## src/rtl/mem_ctrl.sv

```systemverilog
// mem_ctrl: shares the single byte-wide RAM port between instruction fetch
// and the MEM stage. Each access is a sequence of byte cycles:
//   loads/fetches: N addresses on consecutive cycles, each byte captured
//                  one cycle later, then a one-cycle done pulse
//   stores:        N write strobes, then a one-cycle mem_done pulse
// Load results are sign- or zero-extended according to the access code.
//
// Ports:
//   clk, rst               clock, synchronous active-high reset
//   if_req/if_addr         fetch request (held until if_done) and address
//   if_abort               cancels an in-flight fetch (branch redirect)
//   if_done/if_data        fetch completion pulse and instruction word
//   mem_read/mem_write     load code (1 LB,2 LH,3 LW,4 LBU,5 LHU) / store
//                          code (1 SB,2 SH,3 SW), held until mem_done
//   mem_addr/mem_wdata     load/store byte address, store data
//   mem_done/mem_rdata     access completion pulse and extended load data
//   stall_req              combinational: some request still unanswered
//   ram_addr/ram_dout/ram_wr/ram_din   byte RAM port (read data one cycle late)
//
// Build option: define MEM_CTRL_RR_EN for round-robin arbitration between
// IF and MEM on a tie; otherwise MEM always wins.
module mem_ctrl (
  input  logic        clk,
  input  logic        rst,
  input  logic        if_req,
  input  logic [31:0] if_addr,
  input  logic        if_abort,
  output logic        if_done,
  output logic [31:0] if_data,
  input  logic [2:0]  mem_read,
  input  logic [1:0]  mem_write,
  input  logic [31:0] mem_addr,
  input  logic [31:0] mem_wdata,
  output logic        mem_done,
  output logic [31:0] mem_rdata,
  output logic        stall_req,
  output logic [31:0] ram_addr,
  output logic [7:0]  ram_dout,
  output logic        ram_wr,
  input  logic [7:0]  ram_din
);

  typedef enum logic [1:0] {IDLE = 2'd0, READ = 2'd1, WRITE = 2'd2} state_t;

  state_t      state_reg;
  logic [31:0] base_reg;
  logic [31:0] wdata_reg;
  logic [31:0] buf_reg;
  logic [2:0]  len_reg;
  // step_reg = k means the coming edge is the k-th edge after the grant
  logic [2:0]  step_reg;
  logic        sext_reg;
  logic        owner_if_reg;

`ifdef MEM_CTRL_RR_EN
  logic        last_if_reg;   // 1: IF was the most recent grant
`endif

  logic        mem_rd_valid;
  logic        mem_valid;
  logic        grant_mem;
  logic        grant_if;
  logic [2:0]  mem_len;
  logic        mem_sext;
  logic [1:0]  cap_idx;
  logic [31:0] buf_next;
  logic [31:0] ld_result;

  // Request qualification and arbitration
  always_comb begin
    mem_rd_valid = (mem_read != 3'd0) && (mem_read <= 3'd5);
    mem_valid    = mem_rd_valid || (mem_write != 2'd0);
    stall_req    = (mem_valid && !mem_done) || (if_req && !if_done);
`ifdef MEM_CTRL_RR_EN
    grant_mem    = mem_valid && (!if_req || last_if_reg);
`else
    grant_mem    = mem_valid;
`endif
    grant_if     = if_req && !grant_mem;
  end

  // Byte count and signedness of the MEM access; a store overrides a load
  always_comb begin
    mem_len  = 3'd4;
    mem_sext = 1'b0;
    if (mem_write != 2'd0) begin
      case (mem_write)
        2'd1:    mem_len = 3'd1;
        2'd2:    mem_len = 3'd2;
        default: mem_len = 3'd4;
      endcase
    end else begin
      case (mem_read)
        3'd1:    begin mem_len = 3'd1; mem_sext = 1'b1; end
        3'd2:    begin mem_len = 3'd2; mem_sext = 1'b1; end
        3'd4:    mem_len = 3'd1;
        3'd5:    mem_len = 3'd2;
        default: mem_len = 3'd4;
      endcase
    end
  end

  // Byte arriving on ram_din this cycle belongs to index step-2; merge it so
  // the final byte can be returned at the same edge it is captured.
  always_comb begin
    cap_idx  = step_reg[1:0] - 2'd2;
    buf_next = buf_reg;
    buf_next[{cap_idx, 3'b000} +: 8] = ram_din;
    case (len_reg)
      3'd1:    ld_result = sext_reg ? {{24{buf_next[7]}}, buf_next[7:0]}
                                    : {24'd0, buf_next[7:0]};
      3'd2:    ld_result = sext_reg ? {{16{buf_next[15]}}, buf_next[15:0]}
                                    : {16'd0, buf_next[15:0]};
      default: ld_result = buf_next;
    endcase
  end

  always_ff @(posedge clk) begin
    if (rst) begin
      state_reg    <= IDLE;
      base_reg     <= 32'd0;
      wdata_reg    <= 32'd0;
      buf_reg      <= 32'd0;
      len_reg      <= 3'd0;
      step_reg     <= 3'd0;
      sext_reg     <= 1'b0;
      owner_if_reg <= 1'b0;
      ram_addr     <= 32'd0;
      ram_dout     <= 8'd0;
      ram_wr       <= 1'b0;
      if_done      <= 1'b0;
      if_data      <= 32'd0;
      mem_done     <= 1'b0;
      mem_rdata    <= 32'd0;
`ifdef MEM_CTRL_RR_EN
      last_if_reg  <= 1'b1;
`endif
    end else begin
      if_done  <= 1'b0;
      mem_done <= 1'b0;
      case (state_reg)
        IDLE: begin
          step_reg <= 3'd1;
          ram_wr   <= 1'b0;
          if (grant_mem) begin
            base_reg     <= mem_addr;
            wdata_reg    <= mem_wdata;
            len_reg      <= mem_len;
            sext_reg     <= mem_sext;
            owner_if_reg <= 1'b0;
            ram_addr     <= mem_addr;
            if (mem_write != 2'd0) begin
              state_reg <= WRITE;
              ram_wr    <= 1'b1;
              ram_dout  <= mem_wdata[7:0];
            end else begin
              state_reg <= READ;
            end
`ifdef MEM_CTRL_RR_EN
            last_if_reg <= 1'b0;
`endif
          end else if (grant_if) begin
            base_reg     <= if_addr;
            len_reg      <= 3'd4;
            sext_reg     <= 1'b0;
            owner_if_reg <= 1'b1;
            ram_addr     <= if_addr;
            state_reg    <= READ;
`ifdef MEM_CTRL_RR_EN
            last_if_reg  <= 1'b1;
`endif
          end
        end
        READ: begin
          // Abort drops the fetch immediately; otherwise leave after the
          // done cycle.
          if ((owner_if_reg && if_abort) || (step_reg == len_reg + 3'd2)) begin
            state_reg <= IDLE;
          end else begin
            step_reg <= step_reg + 3'd1;
            if (step_reg < len_reg)
              ram_addr <= base_reg + {29'd0, step_reg};
            if (step_reg >= 3'd2)
              buf_reg <= buf_next;
            if (step_reg == len_reg + 3'd1) begin
              if (owner_if_reg) begin
                if_done <= 1'b1;
                if_data <= buf_next;
              end else begin
                mem_done  <= 1'b1;
                mem_rdata <= ld_result;
              end
            end
          end
        end
        WRITE: begin
          if (step_reg == len_reg + 3'd1) begin
            state_reg <= IDLE;
          end else if (step_reg == len_reg) begin
            ram_wr   <= 1'b0;
            mem_done <= 1'b1;
            step_reg <= step_reg + 3'd1;
          end else begin
            ram_addr <= base_reg + {29'd0, step_reg};
            ram_dout <= wdata_reg[{step_reg[1:0], 3'b000} +: 8];
            step_reg <= step_reg + 3'd1;
          end
        end
        default: state_reg <= IDLE;
      endcase
    end
  end

endmodule

```

## config.mk

```make
export PLATFORM = sky130hd
export DESIGN_NAME = mem_ctrl
export DESIGN_NICKNAME = d
export VERILOG_FILES = /design/src/rtl/mem_ctrl.sv
export SDC_FILE = /design/constraint.sdc
export NUM_CORES = 1
export LEC_CHECK = 0
export ABC_AREA = 1
export CORE_UTILIZATION = 43
export CTS_CLUSTER_DIAMETER = 50
export DETAILED_ROUTE_END_ITERATION = 6
export PLACE_DENSITY = 0.71
export RECOVER_POWER = 100
export SLEW_MARGIN = 20
export SYNTH_ARGS = -nofsm -noshare
export SYNTH_HDL_FRONTEND = slang
export SYNTH_SLANG_ARGS = --single-unit
```

## constraint.sdc

```tcl
create_clock -name clk -period 2.38 [get_ports clk]
set_input_delay 0.357 -clock clk [delete_from_list [all_inputs] [get_ports clk]]
set_output_delay 0.357 -clock clk [all_outputs]
set_load 0.1 [all_outputs]
```

# Word level (Yosys, flattened, before mapping)
# Index checks and enable logic that the tools add are counted.
# W data, S select, Z words.
# totals
ff_bits	213
wordCells	133
# op_classes
n_addsub	6
order_cmp	3
n_eq_ne	23
n_shift	3
n_mux	48
n_bitwise	4
n_reduce_logical	31
# ops
op	n
$mux W32	8
$pmux W32 S3	1
$pmux W32 S2	1
$add A32 B3 Y32	1
$bwmux W32	1
$mux W8	4
$shift A8 B7 Y32 const A	1
$shiftx A32 B6 Y8	1
$shiftx A8 B7 Y32	1
$ne A2 B2 Y1 const B	9
$mux W1	16
$pmux W8 S2	1
$mux W3	5
$pmux W3 S2	2
$reduce_and A3 Y1	4
$mux W2	5
$eq A3 B3 Y1	3
$pmux W3 S3	1
$reduce_and A4 Y1	2
$neg A5 Y7	1
$add A3 B1 Y3 const B	2
$eq A3 B1 Y1 const B	2
$eq A3 B2 Y1 const B	2
$eq A3 B3 Y1 const B	2
other kinds (22)	42

# Logic depth before layout (Yosys ltp)
# logic_depth
depth_word	8
depth_mapped	16
mapped_depth_nobuf	13

# Worst setup path after synthesis
# No wires, ideal clock.
# synth_path
kind	input to output
startpoint	in mem_write[0]
endpoint	out stall_req
arrival_ps	2717
t_required_ps	2023
path_slack_ps	-694
cell_stages	10
path_cell_list	inv_1 > ha_1 > buf_4 > inv_4 > nor2_4 > nand2_2 > nand2_4 > buf_6 > buf_4 > o22ai_1
# synth_between
elab_chain_cells	4
# synth_rtl
element	line_no	source
from (decl)	31	input logic [1:0] mem_write,
$reduce_bool A2 Y1	72	mem_valid = mem_rd_valid || (mem_write != 2'd0);
$logic_or A1 B1 Y1	72	
$logic_and A1 B1 Y1	73	stall_req = (mem_valid && !mem_done) || (if_req && !if_done);
$logic_or A1 B1 Y1	73	
to (decl)	36	output logic stall_req,
# No other way between the ends.

# Worst setup path in the final report
# Ends and elaborated chain as after synthesis.

==> out/results.ini <==
[die]
fp.coreArea_sq_mm = 0.0251
num_rows = 58
dieArea_sq_mm = 0.0262
die_w_um = 162
start_util_pct = 43.8
io_pins = 221
die_height_um = 162

[grt]
grt.overflow.total = 0
grt_pass1_wl_mm = 53.6
grt_max_degree = 83
antenna_found_initial = 0
grt.total_usage_pct = 25.1
grt_pass1_vias = 10700

[pwr]
pwr-share-comb_pct = 47.0
total_power_uw = 18100
clkPwrFrac_pct = 25.5
p_switching_uw = 8630
max-vdd-ir-drop_mv = 0.884
swShare_pct = 47.7
p_per_area_mw_per_mm2 = 1280
p_leak_uw = 0.00619
pwr-share-seq_pct = 27.6
intPower_uw = 9470

[clock_tree]
clock_path_buffers = 3
h-tree-depth = 1
clock_latency_ns = 0.54
tritoncts = done
cts_buffers = 28
hold_buffers = 0
cts_root_buf = clkbuf_16
path_clk_slew_ns = 0.06
clock-sinks = 213

[detailed_routing]
drcViolationCount = 0
drtPass1Iterations = 5
drt-total-wl_mm = 33.3
vias = 11400
viasPerCell = 5.16
wire_per_inst_um = 15.1
drt_iter0_markers = 750
ant_nets = 0

[final_layout]
fillers = 2485
stdcell_area_sq_mm = 0.0141
area_growth_pct = 28.6
drive_gt1_share_pct = 13.6
n_antenna_cell = 0
nets = 2000

[setup_path]
critPathKind = in2out
cp-end-kind = output pin
crit_path_max_fanout = 5
critPathLaunchType = input port
worstPathRequired_ns = 2.02
arrival_ns = 1.93

[placement]
port_buffers = 220
gp_congestion = 0.899
dpl_cell_area_sq_mm = 0.0134
hpwl_mm = 24.1

[synthesis]
synth_warnings = 0
syn-num-nets = 1788
ys_top_cells_by_count = nand2_1 (411), nor2_1 (258), dfxtp_1 (213), o21ai_0 (160), inv_1 (132)
synth_top_area_cell = dfxtp_1
netlist_instances = 1652
yosysUniqueCellTypes = 41
avgSynthCellArea_sq_um = 6.66
synth.most_common_cell = nand2_1
synthTopCellsByArea = dfxtp_1 (39%), nand2_1 (14%), nor2_1 (8.8%), o21ai_0 (7.3%), a21oi_1 (5.6%)
synth_edf_count = 0
synth_top_area_share_pct = 38.8
synth_seq_area_share_pct = 38.8
ys_seq_elements = 213
ys.flop_type = dfxtp_1
synth_area_sq_mm = 0.0110
synthArstFlopShare_pct = 0

[timing]
setup_viol = 0
fin_crit_sh_pct = 96.0
fin_setup_tns_ns = 0
finClkSkew_ns = 0.0189
tightest_slew_ns = 0.621
fmax_mhz = 438
max_slew_margin_pct = 58.6
slew_violations = 0
hold_violations = 0
rsz0062_at_grt = false
hold_ws_ns = 0.364
period_minus_slack_ns = 2.29

[flow_run]
drv_cap = 0

[outcome]
status = complete, no violations

[min_path]
hp-class = in2reg

[final cells by class]
class                           count  area, sq um  area share (%)
Clock buffer                       35          798            5.64
Clock inverter                     16          241            1.71
Inverter                          139          528            3.73
Multi-Input combinational cell   1209         5730            40.5
Sequential cell                   213         4260            30.1
Tap cell                          330          413            2.92
Timing Repair Buffer              273         2170            15.4
[power groups by stage]
| stage | sequential, uW | clock (uW) | combinational (uW) |
|---|---|---|---|
| after floorplan | 7660 | 0 | 4010 |
| after global placement | 5030 | 0 | 8730 |
| after detailed placement | 5050 | 0 | 8820 |
| after CTS | 4980 | 4680 | 8840 |
| after global routing | 5080 | 4820 | 9260 |
| final | 4990 | 4610 | 8500 |
[kinds of logic (layout without fill, tap and decap cells)]
| logic type | after synthesis | after routing | synth area share (%) |
|---|---|---|---|
| simple gates | 833 | 833 | 32.0 |
| compound gates | 349 | 349 | 17.0 |
| buf+inv | 230 | 463 | 9.18 |
| flops | 213 | 213 | 38.8 |
| fa+ha+maj | 23 | 23 | 2.68 |
| xor+xnor | 3 | 3 | 0.239 |
| mux | 1 | 1 | 0.102 |
[routing by layer]
metal	up-vias	track usage, %	share of wire [%]
met4	0	6.73	2.1
li1	5771	-	-
met5	-	0	0
met1	5214	33.2	44
met2	388	41.9	47
met3	55	4.55	7.6
[timing repair]
action	in CTS	in global routing
setup endpoints to repair	0	29
resized for setup	0	12
hold endpoints to repair	0	0
buffers inserted	0	1
[cell usage in the layout (no fill, tap or decap), types with 4 or more instances in the layout]
master,netlist,layout
o22ai_1,16,15
a21oi_1,123,123
nor2_2,3,5
clkbuf_16,0,29
nor2_4,6,4
bufinv_16,0,5
o21ai_0,160,158
nand2_1,411,412
buf_12,0,9
or2_1,8,8
clkbuf_2,1,110
o211a_1,6,6
ha_1,22,21
buf_4,18,34
nor2_1,258,258
nand3_1,101,101
clkbuf_8,0,5
or2_2,14,14
a211oi_1,24,24
nand3_2,4,4
clkdlybuf4s50_1,0,111
dfxtp_1,213,213
nand4_1,7,7
o21ai_1,14,15
clkinv_2,0,4
inv_1,132,132
nand2_2,3,4
nand3b_1,8,8
[through the flow]
stage               utilization (%)  cells  worst slack [ns]
global placement               53.5   2163          0.000102
CTS                            57.6   2214            0.0401
global route                   56.3   2215           0.00993
floorplan                         -   1652           0.00817
finish                         56.3   2215            0.0946
detailed placement             53.5   2163           -0.0858
[final timing paths]
kind                      from            to  slack [ns]  cells after the start
hold / removal             rst       if_done        0.36                      3
setup / recovery  mem_write[0]     stall_req        0.09                     10
hold reg to reg   wdata_reg[9]  wdata_reg[9]        0.45                      2
setup reg to reg   step_reg[0]   if_data[20]        0.15                     11
[worst max-delay path: stages]
cell and delay, ns:
clkdlybuf4s50_1 0.49, inv_1 0.07, ha_2 0.21, inv_4 0.05, nor2_1 0.05, nand2_2 0.08, nand2_4 0.09, buf_12 0.14
o22ai_4 0.15, buf_8 0.24
No activity file was read; power rests on OpenSTA's default activity.
